## src/rtl/hazard_detect_pkg.sv

```systemverilog
// Write-back select codes shared with the forwarding muxes, plus a helper that
// classifies which codes cannot be forwarded out of EX.
package hazard_detect_pkg;

   localparam logic [2:0] WB_ALU = 3'b001;
   localparam logic [2:0] WB_RS  = 3'b010;
   localparam logic [2:0] WB_RAM = 3'b011;
   localparam logic [2:0] WB_HI  = 3'b100;
   localparam logic [2:0] WB_LO  = 3'b101;
   localparam logic [2:0] WB_PC8 = 3'b110;

   // Values produced late in EX (or not at all until MEM) must stall instead of forward.
   function automatic logic is_ex_nonfwd(input logic [2:0] wsel);
      return (wsel == WB_RAM) || (wsel == WB_PC8) || (wsel == WB_HI) ||
             (wsel == WB_LO)  || (wsel == WB_RS);
   endfunction

endpackage

```

## src/rtl/hazard_dst_reg.sv

```systemverilog
// One pipeline tracking entry {wen, wreg, wsel}; loads when enabled, or becomes a
// bubble (all fields zero) when clear is also asserted.
module hazard_dst_reg
   import hazard_detect_pkg::*;
#(
   parameter int REG_W  = 5,
   parameter int WSEL_W = 3
) (
   input  logic              clk,
   input  logic              reset,
   input  logic              i_en,
   input  logic              i_clr,
   input  logic              i_wen,
   input  logic [REG_W-1:0]  i_wreg,
   input  logic [WSEL_W-1:0] i_wsel,
   output logic              o_wen,
   output logic [REG_W-1:0]  o_wreg,
   output logic [WSEL_W-1:0] o_wsel
);

   logic              r_wen;
   logic [REG_W-1:0]  r_wreg;
   logic [WSEL_W-1:0] r_wsel;

   always_ff @(posedge clk or posedge reset) begin
      if (reset) begin
         r_wen  <= 1'b0;
         r_wreg <= '0;
         r_wsel <= '0;
      end else if (i_en) begin
         if (i_clr) begin
            r_wen  <= 1'b0;
            r_wreg <= '0;
            r_wsel <= '0;
         end else begin
            r_wen  <= i_wen;
            r_wreg <= i_wreg;
            r_wsel <= i_wsel;
         end
      end
   end

   assign o_wen  = r_wen;
   assign o_wreg = r_wreg;
   assign o_wsel = r_wsel;

endmodule

```

## src/rtl/hazard_detect.sv

```systemverilog
// ID-stage hazard detection: tracks EX/MEM destinations and raises forwarding flags
// and load-use style stall/bubble controls combinationally in the same cycle.
module hazard_detect
   import hazard_detect_pkg::*;
#(
   parameter int REG_W  = 5,
   parameter int WSEL_W = 3
) (
   input  logic              clk,
   input  logic              reset,
   input  logic              hold,
   input  logic              id_valid,
   input  logic [REG_W-1:0]  id_rs,
   input  logic [REG_W-1:0]  id_rt,
   input  logic              id_use_rs,
   input  logic              id_use_rt,
   input  logic              id_wen,
   input  logic [REG_W-1:0]  id_wreg,
   input  logic [WSEL_W-1:0] id_rf_wsel,
   output logic              id_ex_hazard_mem,
   output logic              id_ex_rs_hazard_reg,
   output logic              id_ex_rt_hazard_reg,
   output logic              id_mem_rs_hazard_mem,
   output logic              id_mem_rt_hazard_mem,
   output logic              id_mem_rs_hazard_reg,
   output logic              id_mem_rt_hazard_reg,
   output logic              stall_pc,
   output logic              stall_ifid,
   output logic              bubble_idex,
   output logic [WSEL_W-1:0] ex_wsel_q,
   output logic [WSEL_W-1:0] mem_wsel_q
);

   logic              w_ex_wen,  w_mem_wen;
   logic [REG_W-1:0]  w_ex_wreg, w_mem_wreg;
   logic [WSEL_W-1:0] w_ex_wsel, w_mem_wsel;
   logic              w_adv, w_ex_clr, w_active, w_stall;
   logic              w_ex_rs_m, w_ex_rt_m, w_mem_rs_m, w_mem_rt_m;
   logic              w_ex_alu, w_ex_nf, w_mem_ram;

   assign w_adv    = ~hold;
   assign w_ex_clr = w_stall | ~id_valid;

   hazard_dst_reg #(.REG_W(REG_W), .WSEL_W(WSEL_W)) u_ex (
      .clk    (clk),
      .reset  (reset),
      .i_en   (w_adv),
      .i_clr  (w_ex_clr),
      .i_wen  (id_wen),
      .i_wreg (id_wreg),
      .i_wsel (id_rf_wsel),
      .o_wen  (w_ex_wen),
      .o_wreg (w_ex_wreg),
      .o_wsel (w_ex_wsel)
   );

   hazard_dst_reg #(.REG_W(REG_W), .WSEL_W(WSEL_W)) u_mem (
      .clk    (clk),
      .reset  (reset),
      .i_en   (w_adv),
      .i_clr  (1'b0),
      .i_wen  (w_ex_wen),
      .i_wreg (w_ex_wreg),
      .i_wsel (w_ex_wsel),
      .o_wen  (w_mem_wen),
      .o_wreg (w_mem_wreg),
      .o_wsel (w_mem_wsel)
   );

   // Gating on reset makes a mid-stall reset drop every output without waiting for a clock.
   assign w_active = id_valid & ~reset;

   assign w_ex_rs_m  = w_active & id_use_rs & w_ex_wen  & (w_ex_wreg  != '0) & (w_ex_wreg  == id_rs);
   assign w_ex_rt_m  = w_active & id_use_rt & w_ex_wen  & (w_ex_wreg  != '0) & (w_ex_wreg  == id_rt);
   assign w_mem_rs_m = w_active & id_use_rs & w_mem_wen & (w_mem_wreg != '0) & (w_mem_wreg == id_rs);
   assign w_mem_rt_m = w_active & id_use_rt & w_mem_wen & (w_mem_wreg != '0) & (w_mem_wreg == id_rt);

   assign w_ex_alu  = (w_ex_wsel == WSEL_W'(WB_ALU));
   assign w_ex_nf   = is_ex_nonfwd(3'(w_ex_wsel));
   assign w_mem_ram = (w_mem_wsel == WSEL_W'(WB_RAM));

   assign id_ex_hazard_mem     = (w_ex_rs_m | w_ex_rt_m) & w_ex_nf;
   assign id_ex_rs_hazard_reg  = w_ex_rs_m & w_ex_alu;
   assign id_ex_rt_hazard_reg  = w_ex_rt_m & w_ex_alu;

   // Any EX match shadows MEM for that source, even when EX itself raises no flag.
   assign id_mem_rs_hazard_mem = w_mem_rs_m & ~w_ex_rs_m &  w_mem_ram;
   assign id_mem_rt_hazard_mem = w_mem_rt_m & ~w_ex_rt_m &  w_mem_ram;
   assign id_mem_rs_hazard_reg = w_mem_rs_m & ~w_ex_rs_m & ~w_mem_ram;
   assign id_mem_rt_hazard_reg = w_mem_rt_m & ~w_ex_rt_m & ~w_mem_ram;

   assign w_stall     = id_ex_hazard_mem & ~hold;
   assign stall_pc    = w_stall;
   assign stall_ifid  = w_stall;
   assign bubble_idex = w_stall;

   assign ex_wsel_q  = w_ex_wsel;
   assign mem_wsel_q = w_mem_wsel;

endmodule

```

## config.mk

```make
export PLATFORM = sky130hd
export DESIGN_NAME = hazard_detect
export DESIGN_NICKNAME = d
export VERILOG_FILES = /design/src/rtl/hazard_detect_pkg.sv /design/src/rtl/hazard_dst_reg.sv /design/src/rtl/hazard_detect.sv
export SDC_FILE = /design/constraint.sdc
export NUM_CORES = 1
export LEC_CHECK = 0
export CAP_MARGIN = 20
export CORE_MARGIN = 1.5
export CORE_UTILIZATION = 43
export CTS_CLUSTER_DIAMETER = 60
export DETAILED_ROUTE_END_ITERATION = 16
export PLACE_DENSITY = 0.78
export SETUP_SLACK_MARGIN = 0.1
export SLEW_MARGIN = 25
export SYNTH_ARGS = -nofsm -noshare
export SYNTH_HDL_FRONTEND = slang
export SYNTH_HIERARCHICAL = 1
export SYNTH_SLANG_ARGS = --single-unit
```

## constraint.sdc

```tcl
create_clock -name clk -period 2.4 [get_ports clk]
set_input_delay 0.24 -clock clk [delete_from_list [all_inputs] [get_ports clk]]
set_output_delay 0.24 -clock clk [all_outputs]
set_load 0.01 [all_outputs]
```

After elaboration in Yosys (flattened, before gate mapping) --
Cells that the tools add are included.
Storage, ports and cells: bits in registers 18, bits in latches 0, bits in writable memories 0, bits in read-only memories 0, input bits 25, logic and storage cells 59, memories 0
Cells by class: add/subtract/negate cells 0, multiply operators 0, div/mod/pow operators 0, magnitude comparators 0, eq/ne operators 11, shift-type cells 0, multiplexer cells 3, bitwise gates (word level) 33, reductions and logical operators 6
Operator list (count):
- 1-bit bitwise AND | 25
- 5-bit equality test | 4
- 5-bit nonzero test | 2
- 3-bit by 2-bit equality test with 1-bit output, second input constant | 3
- 3-bit equality test, second input constant | 3
- 1-bit inverter | 6
- 5-bit 2-to-1 mux | 1
- 1-bit logical OR | 4
- 3-bit by 1-bit equality test with 1-bit output, second input constant | 1
- 3-bit 2-to-1 mux | 1
- 1-bit bitwise OR | 2
- 1-bit 2-to-1 mux | 1

Logic depth before layout (Yosys ltp) --
Gate-level depths: netlist (run 1).
word-level depth 11, depth in mapped cells 8, mapped depth without buffers 7

Hierarchy --
The synthesis (run 1) kept the hierarchy.
By module, submodules not included:
- hazard_dst_reg | times used 2, cells each 23, area each 340.3 um2, sequential area each 225.2 um2
- hazard_detect | times used 1, cells each 54, area each 401.6 um2, sequential area each 0.0 um2

Worst setup path after synthesis (run 1) --
No wires, ideal clock.
path type reg2reg, start reg u_ex.r_wreg[0] (netlist: u_ex/o_wreg[0]), end reg u_ex.r_wsel[1] (netlist: u_ex/o_wsel[1]), arrival 2105 ps, path slack 174 ps, cell stages (with the launch flop) 9, cell sequence dfrtp_1 -> xnor2_1 -> nand4_1 -> or3_4 -> a2111oi_4 -> nand2b_1 -> nor2b_4 -> buf_6 -> a22o_1
Between the ends: cells in the longest elaborated chain, start to end 8, elaborated cells on any way between the ends 12, classes of those cells 2 x eq/ne; 1 x mux; 8 x bitwise; 1 x reduce/logical
Ends and longest elaborated chain:
- start, declared | line hazard_dst_reg.sv:22 | logic [REG_W-1:0] r_wreg;
- start signal, assigned | line hazard_dst_reg.sv:37 | r_wreg <= i_wreg;
- 5-bit nonzero test | line hazard_detect.sv:73, hazard_detect.sv:74
- 1-bit bitwise AND (on tied branches) (2 in a row) | line hazard_detect.sv:73, hazard_detect.sv:74
- 1-bit bitwise OR (*) | line hazard_detect.sv:82 | assign id_ex_hazard_mem = (w_ex_rs_m | w_ex_rt_m) & w_ex_nf;
- 1-bit bitwise AND (*) | line hazard_detect.sv:82
- 1-bit bitwise AND (*) | line hazard_detect.sv:92 | assign w_stall = id_ex_hazard_mem & ~hold;
- net bubble_idex | line hazard_detect.sv:29 | output logic bubble_idex,
- 1-bit bitwise OR (*) | line hazard_detect.sv:42 | assign w_ex_clr = w_stall | ~id_valid;
- net w_ex_clr | line hazard_detect.sv:37 | logic w_adv, w_ex_clr, w_active, w_stall;
- 3-bit 2-to-1 mux (*) | line hazard_dst_reg.sv:31 | if (i_clr) begin
- end signal, assigned | line hazard_dst_reg.sv:38 | r_wsel <= i_wsel;
- end, declared | line hazard_dst_reg.sv:23 | logic [WSEL_W-1:0] r_wsel;
The timed path passes the listed nets; every way through them passes the cells marked *. A chain may end at the register's enable or synchronous reset.

Final worst setup path (run 1) --
start in id_rt[0], end out stall_ifid
Between the ends: cells in the longest elaborated chain, start to end 5
Ends and longest elaborated chain:
- start, declared | line hazard_detect.sv:14 | input logic [REG_W-1:0] id_rt,
- 5-bit equality test | line hazard_detect.sv:74 | assign w_ex_rt_m = w_active & id_use_rt & w_ex_wen & (w_ex_wreg != '0) & (w_ex_wreg == id_rt);
- 1-bit bitwise AND | line hazard_detect.sv:74
- 1-bit bitwise OR | line hazard_detect.sv:82
- 1-bit bitwise AND | line hazard_detect.sv:82
- 1-bit bitwise AND | line hazard_detect.sv:92
- end, declared | line hazard_detect.sv:28 | output logic stall_ifid,
No other way between the ends.

==> metrics, run 1 <==
result of the run=finished clean; clock-pin slew on the worst setup and hold paths=0.10 ns; endpoint type of the worst setup path=output pin; met1 Resource Use GR=28.3%; number of antenna violations at the first check in global routing=0; most frequently used cell type in the post-synthesis netlist=sky130_fd_sc_hd__dfrtp_1; cell-by-cell listing of the critical path=clkdlybuf4s50_1 -> xor2_2 -> nor4_2 -> nand3_1 -> buf_6 -> a2111oi_4 -> buf_2; via count of the first global-routing pass=1042; leakage power=0.000766 uW; cts bufs inserted=3; worst vdd ir=0.000387 V; first-pass GRT wire length=4710 um; ratio of total power to cell area=436 nW/um^2; detailed-router iteration count before antenna repair=4; initial core utilization=47.1%; y dimension of the die=53.2 um; Ports=41; Antenna Diode Count=0; maximum number of pins on one net before global-route repair=11; final-report max-slew violation count=0; floorplan die area=2830 um^2; M3 GR Usage=2.26%; slew at the pin with the worst max-slew slack=0.537 ns; slowest stage delay, CP=0.50 ns; TritonCTS clock tree=built; final worst clock skew=0.00190 ns; Final Routed Wirelength=3130 um; setup repair after global routing missed its margin=yes; worst hold-check path type=input pin to asynchronous set/reset pin; count of buffers inserted at the top-level ports=40; Cell variety after synth=27; area overhead of the layout relative to synthesis=60.5%; final critical-path share of the clock period=97.3%; leading post-synthesis cells by cell area=sky130_fd_sc_hd__dfrtp_1, sky130_fd_sc_hd__a22o_1, sky130_fd_sc_hd__xnor2_1; top cell type's share of synthesized area=41.6%; insertion delay to the later sink of the worst-skew pair=0.29 ns; number of nets at the end of the flow=191; GR Util met2=42.7%; DP HPWL=2290 um; Cells after Synth=100; portion of the post-synthesis area used by sequential elements=41.6%; Synthesis Warnings=6; setup violators final=0; CTS Hold Buffers Added=0; worst slew margin relative to its limit=63.8%; root buffer cell=sky130_fd_sc_hd__clkbuf_4; time the final worst path needs with I/O delays and setup=2.34 ns; DRC viols=0; number of buffers between clock root and the deepest sink=2; CP max FO=4; DR WL/cell=16.2 um; global routing usage summed across all routing layers=23.5%; grt ovf=0; number of sinks driven by the clock tree=18; Mean Syn Cell Area=10.8 um^2; final number of hold-violating endpoints=0; data arrival at the endpoint of the critical path=2.10 ns; Core ar.=2300 um^2; number of flops mapped to enable cells by yosys=0; cell with the largest stage delay on the worst path=sky130_fd_sc_hd__clkdlybuf4s50_1; fraction of layout instances using a drive strength above 1=31.5%; Crit path buffers/inverters=3; Worst path top cell family by delay=buffers and inverters; startpoint type of the worst setup path=input pin; GPL Wtd Cong=0.826; iteration-0 DRC count of the detailed router=16; flip-flop and latch count after synthesis=18; most common library cells after synthesis=sky130_fd_sc_hd__dfrtp_1, sky130_fd_sc_hd__a22o_1, sky130_fd_sc_hd__xnor2_1, sky130_fd_sc_hd__xor2_1; required time at the endpoint of the critical path=2.16 ns; Setup TNS=0 ns; via-per-instance ratio=5.29; type of the worst setup path=input pin to output pin; CTS H-tree lvls=1; fraction of synthesis flops using an asynchronous set or reset pin=100%; die span in x=53.2 um; total of max-cap violations=0; via total after detailed routing=1021; highest clock frequency the design can meet=428 MHz; remaining antenna violation count after routing=0; largest area contributor in the synthesized netlist=sky130_fd_sc_hd__dfrtp_1; number of standard-cell rows in the floorplan=17; cell area after synthesis=1080 um^2; Main synth FF type=sky130_fd_sc_hd__dfrtp_1; final worst hold slack=0.350 ns; global routing's busiest layer=met2
[per-layer routing]
| layer | up-vias | part of all wire [%] |
|---|---|---|
| met2 | 39 | 49 |
| met1 | 486 | 46 |
| met4 | 0 | 0.51 |
| li1 | 494 | - |
| met3 | 2 | 4.7 |
| met5 | - | 0 |
[registers in the layout (all words and copies together), names as in the netlist]
register,flops
u_ex/o_wreg,5
u_mem/o_wreg,5
u_ex/o_wsel,3
u_mem/o_wsel,3
u_ex/o_wen,1
u_mem/o_wen,1
[worst reg2reg max path, cell delays in order (launching register included)]
cell and delay, ns:
sky130_fd_sc_hd__dfrtp_2 0.48, sky130_fd_sc_hd__xor2_2 0.17, sky130_fd_sc_hd__nor4_2 0.27, sky130_fd_sc_hd__nand3_1 0.16, sky130_fd_sc_hd__buf_6 0.16, sky130_fd_sc_hd__a2111oi_4 0.34, sky130_fd_sc_hd__nand2b_1 0.23, sky130_fd_sc_hd__nor2b_4 0.08
sky130_fd_sc_hd__a22o_1 0.20
[power by group]
group	total (uW)	internal, uW	switching, uW	leakage [uW]
Sequential	355	325	30.2	0.000238
Combinational	214	124	89.6	0.000507
Clock	188	92.5	95.6	0.0000210
Total	757	541	215	0.000766
[what timing repair did]
item / CTS / global route
buffers inserted: 4 / 3
pin swaps: 7 / 12
resized for setup: 45 / 9
endpoints found under the setup margin: 10 / 18
gates cloned: 0 / 0
[worst paths after layout]
path / endpoint / slack, ns / cells past startpoint / startpoint
hold reg to reg: u_mem/o_wen$_DFFE_PP0P_ / 0.53 / 1 / u_mem/o_wen$_DFFE_PP0P_
setup / recovery: stall_ifid / 0.06 / 7 / id_rt[0]
min in group clk: u_ex/o_wreg[3]$_DFFE_PP0P_ / 0.51 / 3 / id_wreg[3]
setup reg to reg: u_ex/o_wreg[4]$_DFFE_PP0P_ / 0.20 / 8 / u_ex/o_wreg[0]$_DFFE_PP0P_
max in group asynchronous: u_ex/o_wreg[0]$_DFFE_PP0P_ / 1.75 / 3 / reset
hold / removal: u_mem/o_wreg[4]$_DFFE_PP0P_ / 0.35 / 3 / reset
[kinds of logic (layout without fill, tap and decap cells)]
kind of cell	count (synthesis)	count (layout)	synth area share (%)
XOR/XNOR	20	20	16.2
AO/OA/AOI/OAI	26	26	21.9
other	1	2	0.346
buffers and inverters	9	73	5.20
AND/OR/NAND/NOR	26	26	14.8
flip-flops	18	18	41.6
[layout by cell type, fill, tap and decap left out, types with 4 or more instances in the layout]
cell	Yosys	routed
sky130_fd_sc_hd__a22o_1	16	16
sky130_fd_sc_hd__buf_2	0	10
sky130_fd_sc_hd__buf_4	2	22
sky130_fd_sc_hd__clkdlybuf4s50_1	0	30
sky130_fd_sc_hd__dfrtp_1	18	17
sky130_fd_sc_hd__inv_1	5	5
sky130_fd_sc_hd__nand2_1	4	4
sky130_fd_sc_hd__nor2_1	5	5
sky130_fd_sc_hd__xnor2_1	10	9
sky130_fd_sc_hd__xor2_1	10	9
[final cells by class]
cell class / instances / area (um^2)
flip-flops and latches: 18 / 452
well taps: 28 / 35.0
fillers: 166 / 561
repair buffers: 64 / 538
inverters: 5 / 18.8
multi-input cells: 74 / 657
clock buffers: 4 / 36.3
[through the flow]
stage	cell area [um^2]	setup WS, ns	utilization, %	power [uW]	cells
4_1_cts	1680	0.0805	72.9	745	192
3_3_place_gp	1630	-0.255	70.8	541	184
6_report	1740	0.0648	75.6	757	193
3_5_place_dp	1630	-0.267	70.8	546	184
5_1_grt	1740	-0.0278	75.6	791	193
2_1_floorplan	1090	0.174	-	441	101
No activity file was read; power rests on OpenSTA's default activity.
==> run 2: changes to the inputs <==
- CTS_CLUSTER_DIAMETER: 60 -> unset
==> results of run 2 <==
The final DEF is identical to that of run 1; final timing and power are the same.
==> run 3: changes to the inputs <==
- CORE_UTILIZATION: 43 -> 30
- PLACE_DENSITY: 0.78 -> 0.64
==> run 3 against run 2 <==
Effect of this change: largest cell class unchanged; maximum frequency increased by 0.13%; sequential power about the same; clock power about the same; first-iteration DRC count increased to 2.8 times the previous value; critical endpoint is now id_ex_rt_hazard_reg; register-to-register slack about the same; power increased by 0.38%; global-route usage decreased by 6.9 points; non-clock buffer count unchanged; final area increased by 2.9%.
==> metrics, run 3 (same netlist as run 1, synthesis figures left out) <==
result of the run=finished clean; setup repair after global routing missed its margin=yes; Final Routed Wirelength=3150 um; highest clock frequency the design can meet=429 MHz; final worst hold slack=0.188 ns; required time at the endpoint of the critical path=2.16 ns; final number of hold-violating endpoints=0; register-to-register setup slack=0.21 ns; die span in x=63.1 um; DP HPWL=2500 um; type of the worst setup path=flip-flop to output pin; floorplan die area=3980 um^2; remaining antenna violation count after routing=0; post-placement setup slack=-0.320 ns; final worst-path setup slack=0.0677 ns; ratio of total power to cell area=425 nW/um^2; grt ovf=0; Core ar.=3390 um^2; leakage power=0.000780 uW; slowest stage delay, CP=0.48 ns; final critical-path share of the clock period=97.2%; clock-pin slew on the worst setup and hold paths=0.10 ns; CTS Hold Buffers Added=0; worst slew margin relative to its limit=58.5%; worst hold-check path type=input pin to asynchronous set/reset pin; root buffer cell=sky130_fd_sc_hd__clkbuf_4; maximum number of pins on one net before global-route repair=11; area overhead of the layout relative to synthesis=65.1%; Ports=41; total of max-cap violations=0; power spent charging and discharging nets=213 uW; detailed-router iteration count before antenna repair=4; startpoint type of the worst setup path=flip-flop; insertion delay to the later sink of the worst-skew pair=0.29 ns; number of standard-cell rows in the floorplan=21; count of buffers inserted at the top-level ports=40; commonest non-fill, non-tap cell in the layout=sky130_fd_sc_hd__clkdlybuf4s50_1; clock power share=24.3%; CP max FO=4; iteration-0 DRC count of the detailed router=45; via-per-instance ratio=4.68; setup violators final=0; DRC viols=0; launch point of the worst reg-to-reg path=u_ex/o_wreg[2]$_DFFE_PP0P_; data arrival at the endpoint of the critical path=2.09 ns; DR WL/cell=14.9 um; commonest cells after routing, fill and taps aside=sky130_fd_sc_hd__clkdlybuf4s50_1, sky130_fd_sc_hd__buf_4, sky130_fd_sc_hd__a22o_1; final worst clock skew=0.00247 ns; number of buffers between clock root and the deepest sink=2; number of filler instances in the final layout=322; cell with the largest stage delay on the worst path=sky130_fd_sc_hd__or4_4; number of nets at the end of the flow=191; final-report max-slew violation count=0; global routing usage summed across all routing layers=16.6%; fraction of power consumed by combinational cells=28.7%; sequential power share=47.0%; GPL Wtd Cong=0.855; worst reg2reg endpoint=u_ex/o_wsel[2]$_DFFE_PP0P_; fraction of layout instances using a drive strength above 1=32.7%; endpoint type of the worst setup path=output pin; via count of the first global-routing pass=1082; Sw Ratio=28.1%; TritonCTS clock tree=built; initial core utilization=31.9%; y dimension of the die=63.1 um; via total after detailed routing=987; slew at the pin with the worst max-slew slack=0.616 ns; cts bufs inserted=3; cell-by-cell listing of the critical path=buf_6 -> or4_4 -> o21ai_4 -> buf_4 -> nor3_1 -> dlygate4sd2_1; first-pass GRT wire length=5210 um; number of antenna violations at the first check in global routing=0; number of cells traversed by the worst register-to-register path=8; final core utilization=52.7%; Internal Dissipation=547 uW; CTS H-tree lvls=1; Antenna Diode Count=0; number of sinks driven by the clock tree=18; time the final worst path needs with I/O delays and setup=2.33 ns; worst vdd ir=0.000242 V
## run 3: cell count changes in the layout (fill, tap and decap cells not counted), moves of 2 or more
cell / delta
sky130_fd_sc_hd__dfrtp_2: +3
sky130_fd_sc_hd__buf_6: +4
sky130_fd_sc_hd__dlygate4sd2_1: +4
sky130_fd_sc_hd__buf_2: -2
sky130_fd_sc_hd__buf_4: -4
sky130_fd_sc_hd__dfrtp_1: -3
sky130_fd_sc_hd__clkdlybuf4s50_1: -2
## run 3: how the worst max path moves through the flow
stage                                     startpoint                          to  cells after the start
after global routing      u_ex/o_wreg[2]$_DFFE_PP0P_        id_mem_rt_hazard_reg                      7
after floorplan           u_ex/o_wreg[0]$_DFFE_PP0P_  u_ex/o_wsel[1]$_DFFE_PP0P_                      8
after global placement                         reset            id_ex_hazard_mem                      7
after CTS                 u_ex/o_wreg[2]$_DFFE_PP0P_        id_mem_rs_hazard_reg                      6
final                     u_ex/o_wreg[2]$_DFFE_PP0P_         id_ex_rt_hazard_reg                      6
after detailed placement                       reset                 bubble_idex                      6
## run 3: metal layers
metal | vias up | track usage, % | wire, um
met4 | 0 | 6.11 | 25
met5 | - | 0 | 0
li1 | 497 | - | -
met1 | 467 | 21.9 | 1420
met3 | 2 | 1.61 | 105
met2 | 21 | 28.2 | 1610
## run 3: metrics by stage
step	cells	setup TNS, ns	area [um^2]	total power, uW
floorplan	101	0	1090	441
global placement	202	-3.01	1650	545
detailed placement	202	-3.53	1650	549
CTS	211	0	1750	755
global route	211	-0.0567	1790	798
finish	211	0	1790	760
## run 3: cell type report
type                            instances  area [um^2]  share of cell area (%)
Multi-Input combinational cell         74          661                    37.0
Timing Repair Buffer                   64          558                    31.2
Inverter                                5         18.8                    1.05
Tap cell                               46         57.6                    3.22
Sequential cell                        18          455                    25.5
Clock buffer                            4         36.3                    2.03
## run 3: critical path: cells and delay by family (launching register included)
family          cells  cell delay, ns
flops               1            0.43
buf+inv             3            0.60
compound gates      1            0.23
simple gates        2            0.54
## run 3: what timing repair did
item,CTS,global route
pin swaps,9,6
resized for setup,47,11
setup buffers,5,0
setup endpoints to repair,10,10
## run 3: power by group through the flow
stage	Combinational [uW]	Clock (uW)	Sequential [uW]
after global placement	186	0	359
after detailed placement	190	0	360
after floorplan	85.2	0	356
final	218	185	357
after CTS	210	190	355
after global routing	234	203	361
